### src/rtl/auth_pkg.sv
// Shared definitions for the challenge issuer: session states, challenge
// width and the LFSR feedback function used to draw fresh challenges.
package auth_pkg;

  localparam int CHAL_W = 4;

  // Feedback taps for x^4 + x^3 + 1 (bits 3 and 2 of the state).
  localparam logic [CHAL_W-1:0] LFSR_TAPS = 4'b1100;

  typedef enum logic [2:0] {
    IDLE      = 3'd0,
    ISSUE     = 3'd1,
    WAIT_RESP = 3'd2,
    SETTLE    = 3'd3,
    EVAL      = 3'd4,
    LOCKOUT   = 3'd5
  } state_t;

  // Shift left, feeding back the XOR of the tapped bits into bit 0.
  function automatic logic [CHAL_W-1:0] lfsr_next(input logic [CHAL_W-1:0] s);
    return {s[CHAL_W-2:0], ^(s & LFSR_TAPS)};
  endfunction

endpackage

### src/rtl/auth_lfsr4.sv
// 4-bit maximal-length LFSR. It holds its state until adv_i is raised and
// exposes both the current state and the value it will take next.
module auth_lfsr4
  import auth_pkg::*;
#(
  parameter logic [CHAL_W-1:0] SEED = 4'b1011
) (
  input  logic              clk,
  input  logic              reset,
  input  logic              adv_i,
  output logic [CHAL_W-1:0] state_o,
  output logic [CHAL_W-1:0] next_o
);

  // An all-zero state would lock the LFSR up, so a zero seed becomes 1.
  localparam logic [CHAL_W-1:0] SEED_EFF = (SEED == '0) ? CHAL_W'(1) : SEED;

  logic [CHAL_W-1:0] lfsr_q;

  assign next_o  = lfsr_next(lfsr_q);
  assign state_o = lfsr_q;

  // Load the seed on reset; otherwise step only when asked.
  always_ff @(posedge clk) begin
    if (!reset) begin
      lfsr_q <= SEED_EFF;
    end else if (adv_i) begin
      lfsr_q <= next_o;
    end
  end

endmodule

### src/rtl/challenge_issuer.sv
// Session controller in front of the challenge/response authenticator:
// issues a fresh challenge, captures the client's response, samples the
// authenticator verdict and enforces timeout and failure lockout.
module challenge_issuer
  import auth_pkg::*;
#(
  parameter logic [CHAL_W-1:0] SEED           = 4'b1011,
  parameter int                TIMEOUT_CYCLES = 16,
  parameter int                MAX_FAILS      = 3,
  parameter int                LOCKOUT_CYCLES = 64
) (
  input  logic              clk,
  input  logic              reset,
  input  logic              start,
  input  logic              resp_valid,
  input  logic [CHAL_W-1:0] response_in,
  input  logic              auth_ok,
  output logic [CHAL_W-1:0] challenge,
  output logic              challenge_valid,
  output logic [CHAL_W-1:0] response,
  output logic              busy,
  output logic              session_ok,
  output logic              session_fail,
  output logic              timeout,
  output logic              locked,
  output logic [1:0]        fail_count
);

  state_t            state_q, state_d;
  logic [CHAL_W-1:0] challenge_q, challenge_d;
  logic [CHAL_W-1:0] response_q, response_d;
  logic [7:0]        timer_q, timer_d;
  logic [7:0]        lock_cnt_q, lock_cnt_d;
  logic [1:0]        fail_count_q, fail_count_d;
  logic              ok_q, ok_d;
  logic              fail_q, fail_d;
  logic              timeout_q, timeout_d;

  logic              lfsr_adv;
  logic [CHAL_W-1:0] lfsr_state;
  logic [CHAL_W-1:0] lfsr_nxt;
  logic              fail_event;
  logic [1:0]        fail_inc;

  auth_lfsr4 #(.SEED(SEED)) u_lfsr (
    .clk     (clk),
    .reset   (reset),
    .adv_i   (lfsr_adv),
    .state_o (lfsr_state),
    .next_o  (lfsr_nxt)
  );

  // Failure count saturates at 3 so it can never wrap back to zero.
  assign fail_inc = (fail_count_q == 2'd3) ? 2'd3 : fail_count_q + 2'd1;

  // Next-state logic: sequence the session and decide pass/fail/lockout.
  always_comb begin
    state_d      = state_q;
    challenge_d  = challenge_q;
    response_d   = response_q;
    timer_d      = timer_q;
    lock_cnt_d   = lock_cnt_q;
    fail_count_d = fail_count_q;
    ok_d         = 1'b0;
    fail_d       = 1'b0;
    timeout_d    = 1'b0;
    lfsr_adv     = 1'b0;
    fail_event   = 1'b0;

    case (state_q)
      IDLE: begin
        if (start) state_d = ISSUE;
      end
      ISSUE: begin
        lfsr_adv    = 1'b1;
        challenge_d = lfsr_nxt;
        timer_d     = 8'd0;
        state_d     = WAIT_RESP;
      end
      WAIT_RESP: begin
        timer_d = timer_q + 8'd1;
        // A response arriving on the expiry cycle takes priority.
        if (resp_valid) begin
          response_d = response_in;
          state_d    = SETTLE;
        end else if (timer_q == 8'(TIMEOUT_CYCLES - 1)) begin
          fail_event = 1'b1;
          timeout_d  = 1'b1;
        end
      end
      SETTLE: begin
        // Inputs to the authenticator are stable; its verdict lands this edge.
        state_d = EVAL;
      end
      EVAL: begin
        if (auth_ok) begin
          ok_d         = 1'b1;
          fail_count_d = 2'd0;
          state_d      = IDLE;
        end else begin
          fail_event = 1'b1;
        end
      end
      LOCKOUT: begin
        lock_cnt_d = lock_cnt_q + 8'd1;
        if (lock_cnt_q == 8'(LOCKOUT_CYCLES - 1)) begin
          fail_count_d = 2'd0;
          state_d      = IDLE;
        end
      end
      default: state_d = IDLE;
    endcase

    if (fail_event) begin
      fail_d       = 1'b1;
      fail_count_d = fail_inc;
      if (fail_inc == 2'(MAX_FAILS)) begin
        lock_cnt_d = 8'd0;
        state_d    = LOCKOUT;
      end else begin
        state_d = IDLE;
      end
    end
  end

  // State register; reset abandons any session without emitting a pulse.
  always_ff @(posedge clk) begin
    if (!reset) begin
      state_q      <= IDLE;
      challenge_q  <= '0;
      response_q   <= '0;
      timer_q      <= 8'd0;
      lock_cnt_q   <= 8'd0;
      fail_count_q <= 2'd0;
      ok_q         <= 1'b0;
      fail_q       <= 1'b0;
      timeout_q    <= 1'b0;
    end else begin
      state_q      <= state_d;
      challenge_q  <= challenge_d;
      response_q   <= response_d;
      timer_q      <= timer_d;
      lock_cnt_q   <= lock_cnt_d;
      fail_count_q <= fail_count_d;
      ok_q         <= ok_d;
      fail_q       <= fail_d;
      timeout_q    <= timeout_d;
    end
  end

  assign challenge       = challenge_q;
  assign response        = response_q;
  assign challenge_valid = (state_q == WAIT_RESP);
  assign busy            = (state_q != IDLE);
  assign locked          = (state_q == LOCKOUT);
  assign session_ok      = ok_q;
  assign session_fail    = fail_q;
  assign timeout         = timeout_q;
  assign fail_count      = fail_count_q;

endmodule
### config.mk
export PLATFORM = sky130hd
export DESIGN_NAME = challenge_issuer
export DESIGN_NICKNAME = d
export VERILOG_FILES = /design/src/rtl/auth_pkg.sv /design/src/rtl/auth_lfsr4.sv /design/src/rtl/challenge_issuer.sv
export SDC_FILE = /design/constraint.sdc
export NUM_CORES = 1
export LEC_CHECK = 0
export ABC_CLOCK_PERIOD_IN_PS = 2200
export BUFFER_PORTS_ARGS = -buffer_cell sky130_fd_sc_hd__buf_2
export CAP_MARGIN = 25
export CORE_UTILIZATION = 55
export DETAILED_ROUTE_END_ITERATION = 8
export HOLD_SLACK_MARGIN = 0.08
export PLACE_DENSITY = 0.82
export SLEW_MARGIN = 15
export SYNTH_ARGS = -nofsm -noshare
export SYNTH_HDL_FRONTEND = slang
export SYNTH_SLANG_ARGS = --single-unit
### constraint.sdc
create_clock -name clk -period 2.2 [get_ports clk]
set_input_delay 0.33 -clock clk [delete_from_list [all_inputs] [get_ports clk]]
set_output_delay 0.33 -clock clk [all_outputs]
set_load 0.05 [all_outputs]
==> metrics.md <==
| Metric | Value |
|---|---|
| Status | `complete, no violations` |
| Synth top area cells | `dfxtp_1 (44%), mux2i_1 (5.0%), nand2_1 (4.5%)` |
| Crit Path Max Fanout | `12` |
| Clock-pin slew on the worst setup and hold paths | `~0.10 ns` |
| Cell Pwr Density | `roughly 660 mW/mm^2` |
| Setup crit start | `state_q[0]` |
| Seq/Total Area, Yosys | `a little over two fifths` |
| Vias in the first global route | `approximately 1200` |
| GRT Total Usage | `roughly 22%` |
| Final HPWL DP | `2240 um` |
| Path type of the worst min-delay path | `in2reg` |
| Hold_ws | `about 0.25 ns` |
| Setup TNS | `0 ns` |
| Worst-skew pair later-pin latency | `about 0.34 ns` |
| IO Count | `25` |
| Die H | `55.9 um` |
| Final ANT Viol Nets | `0` |
| Post-layout min period | `between 2 and 2.5 ns` |
| Leak | `0.688 nW` |
| Routed WL | `about 3200 um` |
| Ys flop type | `dfxtp_1` |
| Critical hold path startpoint | `response_in[1]` |
| Pin count of the biggest net entering global routing | `36` |
| Top-count cell post-synth | `dfxtp_1` |
| Hold buffer count at CTS | `0` |
| Async set or reset register ratio after synthesis | `0%` |
| CTS tree | `yes` |
| Initial antenna violation count | `0` |
| Avg WL per Cell | `around 14 um` |
| Cell count after synthesis | `173` |
| Synth top area share | `43.9%` |
| CTS max path bufs | `2` |
| I/O Buffers | `24` |
| Final layout net count | `210` |
| Vias per cell | `5.88` |
| WP data arrival | `between 1.5 and 2 ns` |
| First-pass GRT wire length | `~5300 um` |
| RR Startpoint | `timer_q[4]` |
| Synth unique cells | `42` |
| Vias post-DR | `1359` |
| Number of synthesized register bits | `35` |
| Initial drt markers | `28` |
| Final setup vio count | `0` |
| Final hold vios | `0` |
| Clock sink count | `35` |
| RSZ-0062 raised after global routing | `no` |
| Fmax | `approximately 500 MHz` |
| H-tree level count | `2` |
| Core footprint | `0.00276 mm^2` |
| Pre-antenna DRT Iters | `4` |
| Fin. max-slew vios | `0` |
| Fin Clk Skew | `0.00828 ns` |
| Commonest cells in the netlist | `dfxtp_1 (35), nand2_1 (19), nor3b_1 (9), clkbuf_1 (8), mux2i_1 (8)` |
| Synth area leader | `dfxtp_1` |
| Area growth, synth to finish | `12.8%` |
| Worst Tran Pin Value | `0.588 ns` |
| Post-CTS setup buffer count | `0` |
| Final RePlAce weighted congestion | `about 0.76` |
| YS warnings | `0` |
| Mapped Area | `0.00160 mm^2` |
| Share of layout cells above drive strength 1 | `roughly a fifth` |
| Syn_area_per_cell | `9.24 um^2` |
| Worst setup EP type | `output pin` |
| Post-cts sizing count | `0` |
| Slew headroom | `between 60 and 70%` |
| Required @ worst endpoint | `1.87 ns` |
| Crit path kind | `reg2out` |
| Die area | `about 0.0031 mm^2` |
| Grt ovf | `0` |
| FP Rows | `19` |
| ANT cells | `0` |
| Remaining DRCs | `0` |
| Net Count, Synth | `184` |
| EDFF count, synth | `0` |
| Number of max-cap violations | `0` |
| Maximum vdd drop | `494 uV` |
| Clock Tree Root | `clkbuf_4` |
| Final period util | `91.6%` |
| CTS buffer count | `5` |
| Die W | `55.9 um` |
| CP startpoint kind | `register` |
| Initial Util | `57.9%` |
## report_power, final
part	switching (mW)	internal [mW]	leakage, nW
Clock	0.209	0.124	0.0293
Sequential	0.0132	0.655	0.283
Combinational	0.129	0.0630	0.375
Total	0.351	0.843	0.688
## path summary, 6_finish.rpt
check | slack [ns] | depth (start not counted) | to
setup / recovery | 0.19 | 4 | challenge_valid
hold / removal | 0.25 | 3 | response[1]
setup reg to reg | 0.29 | 4 | state_q[0]
hold reg to reg | 0.47 | 2 | challenge[1]
## layer usage
| metal | track usage [%] | part of all wire, % |
|---|---|---|
| met2 | 36.8 | 51 |
| met4 | 10.8 | 1.1 |
| met3 | 5.35 | 6.0 |
| met1 | 25.2 | 42 |
| met5 | 0 | 0 |
## registers in the layout, indices dropped and copies added, names as in the netlist
register / count
lock_cnt_q: 8
timer_q: 8
challenge: 4
response: 4
state_q: 3
u_lfsr.state_o: 3
fail_count: 2
session_fail: 1
session_ok: 1
timeout: 1
## area by class of cell
class / instances / area, um^2
clock inverters: 1 / 5.00
well taps: 31 / 38.8
inverters: 4 / 15.0
flip-flops and latches: 35 / 701
fillers: 227 / 956
clock buffers: 7 / 45.0
repair buffers: 29 / 158
multi-input cells: 124 / 840
## metrics by stage
step | util (%) | worst slack, ns | total power [mW] | std cells | instance area [um^2]
2_1_floorplan | - | 0.325 | 0.829 | 173 | 1600
3_3_place_gp | 63.5 | 0.363 | 0.868 | 223 | 1750
3_5_place_dp | 63.5 | 0.313 | 0.876 | 223 | 1750
4_1_cts | 65.3 | 0.166 | 1.21 | 231 | 1800
5_1_grt | 65.3 | 0.110 | 1.25 | 231 | 1800
6_report | 65.3 | 0.186 | 1.19 | 231 | 1800
## logic make-up (layout without fill, tap and decap cells)
group	Yosys count	in the layout	share of synthesized area (%)
AND/OR/NAND/NOR	77	77	27.8
flip-flops	35	35	43.9
AO/OA/AOI/OAI	28	28	13.2
buffers and inverters	14	41	3.60
XOR/XNOR	9	9	4.93
multiplexers	8	8	5.01
adder cells (fa/ha/maj)	2	2	1.57
## worst max-delay path: stages (launching register included)
cell,delay (ns)
dfxtp_1,0.32
or3b_1,0.40
buf_4,0.19
inv_1,0.14
buf_2,0.29
## layout by cell type, fill, tap and decap left out, types with 2 or more instances in the layout
master and count:
nand2_1 19, nand3b_1 2, clkbuf_4 5, buf_2 24, and2_1 5, a211oi_1 2, xor2_1 4, nor3_1 3
and4_1 2, nor4b_1 2, clkbuf_1 2, nor4_1 3, a21boi_0 7, xnor2_1 5, o311ai_0 2, nor2b_1 5
nand3_1 7, o31a_1 2, dfxtp_1 35, nand4_1 4, o21ai_0 7, inv_1 3, buf_4 5, nor2_1 7
ha_1 2, nor3b_1 9, mux2i_1 8, or4_1 3
Power figures use the tool's default switching activity.
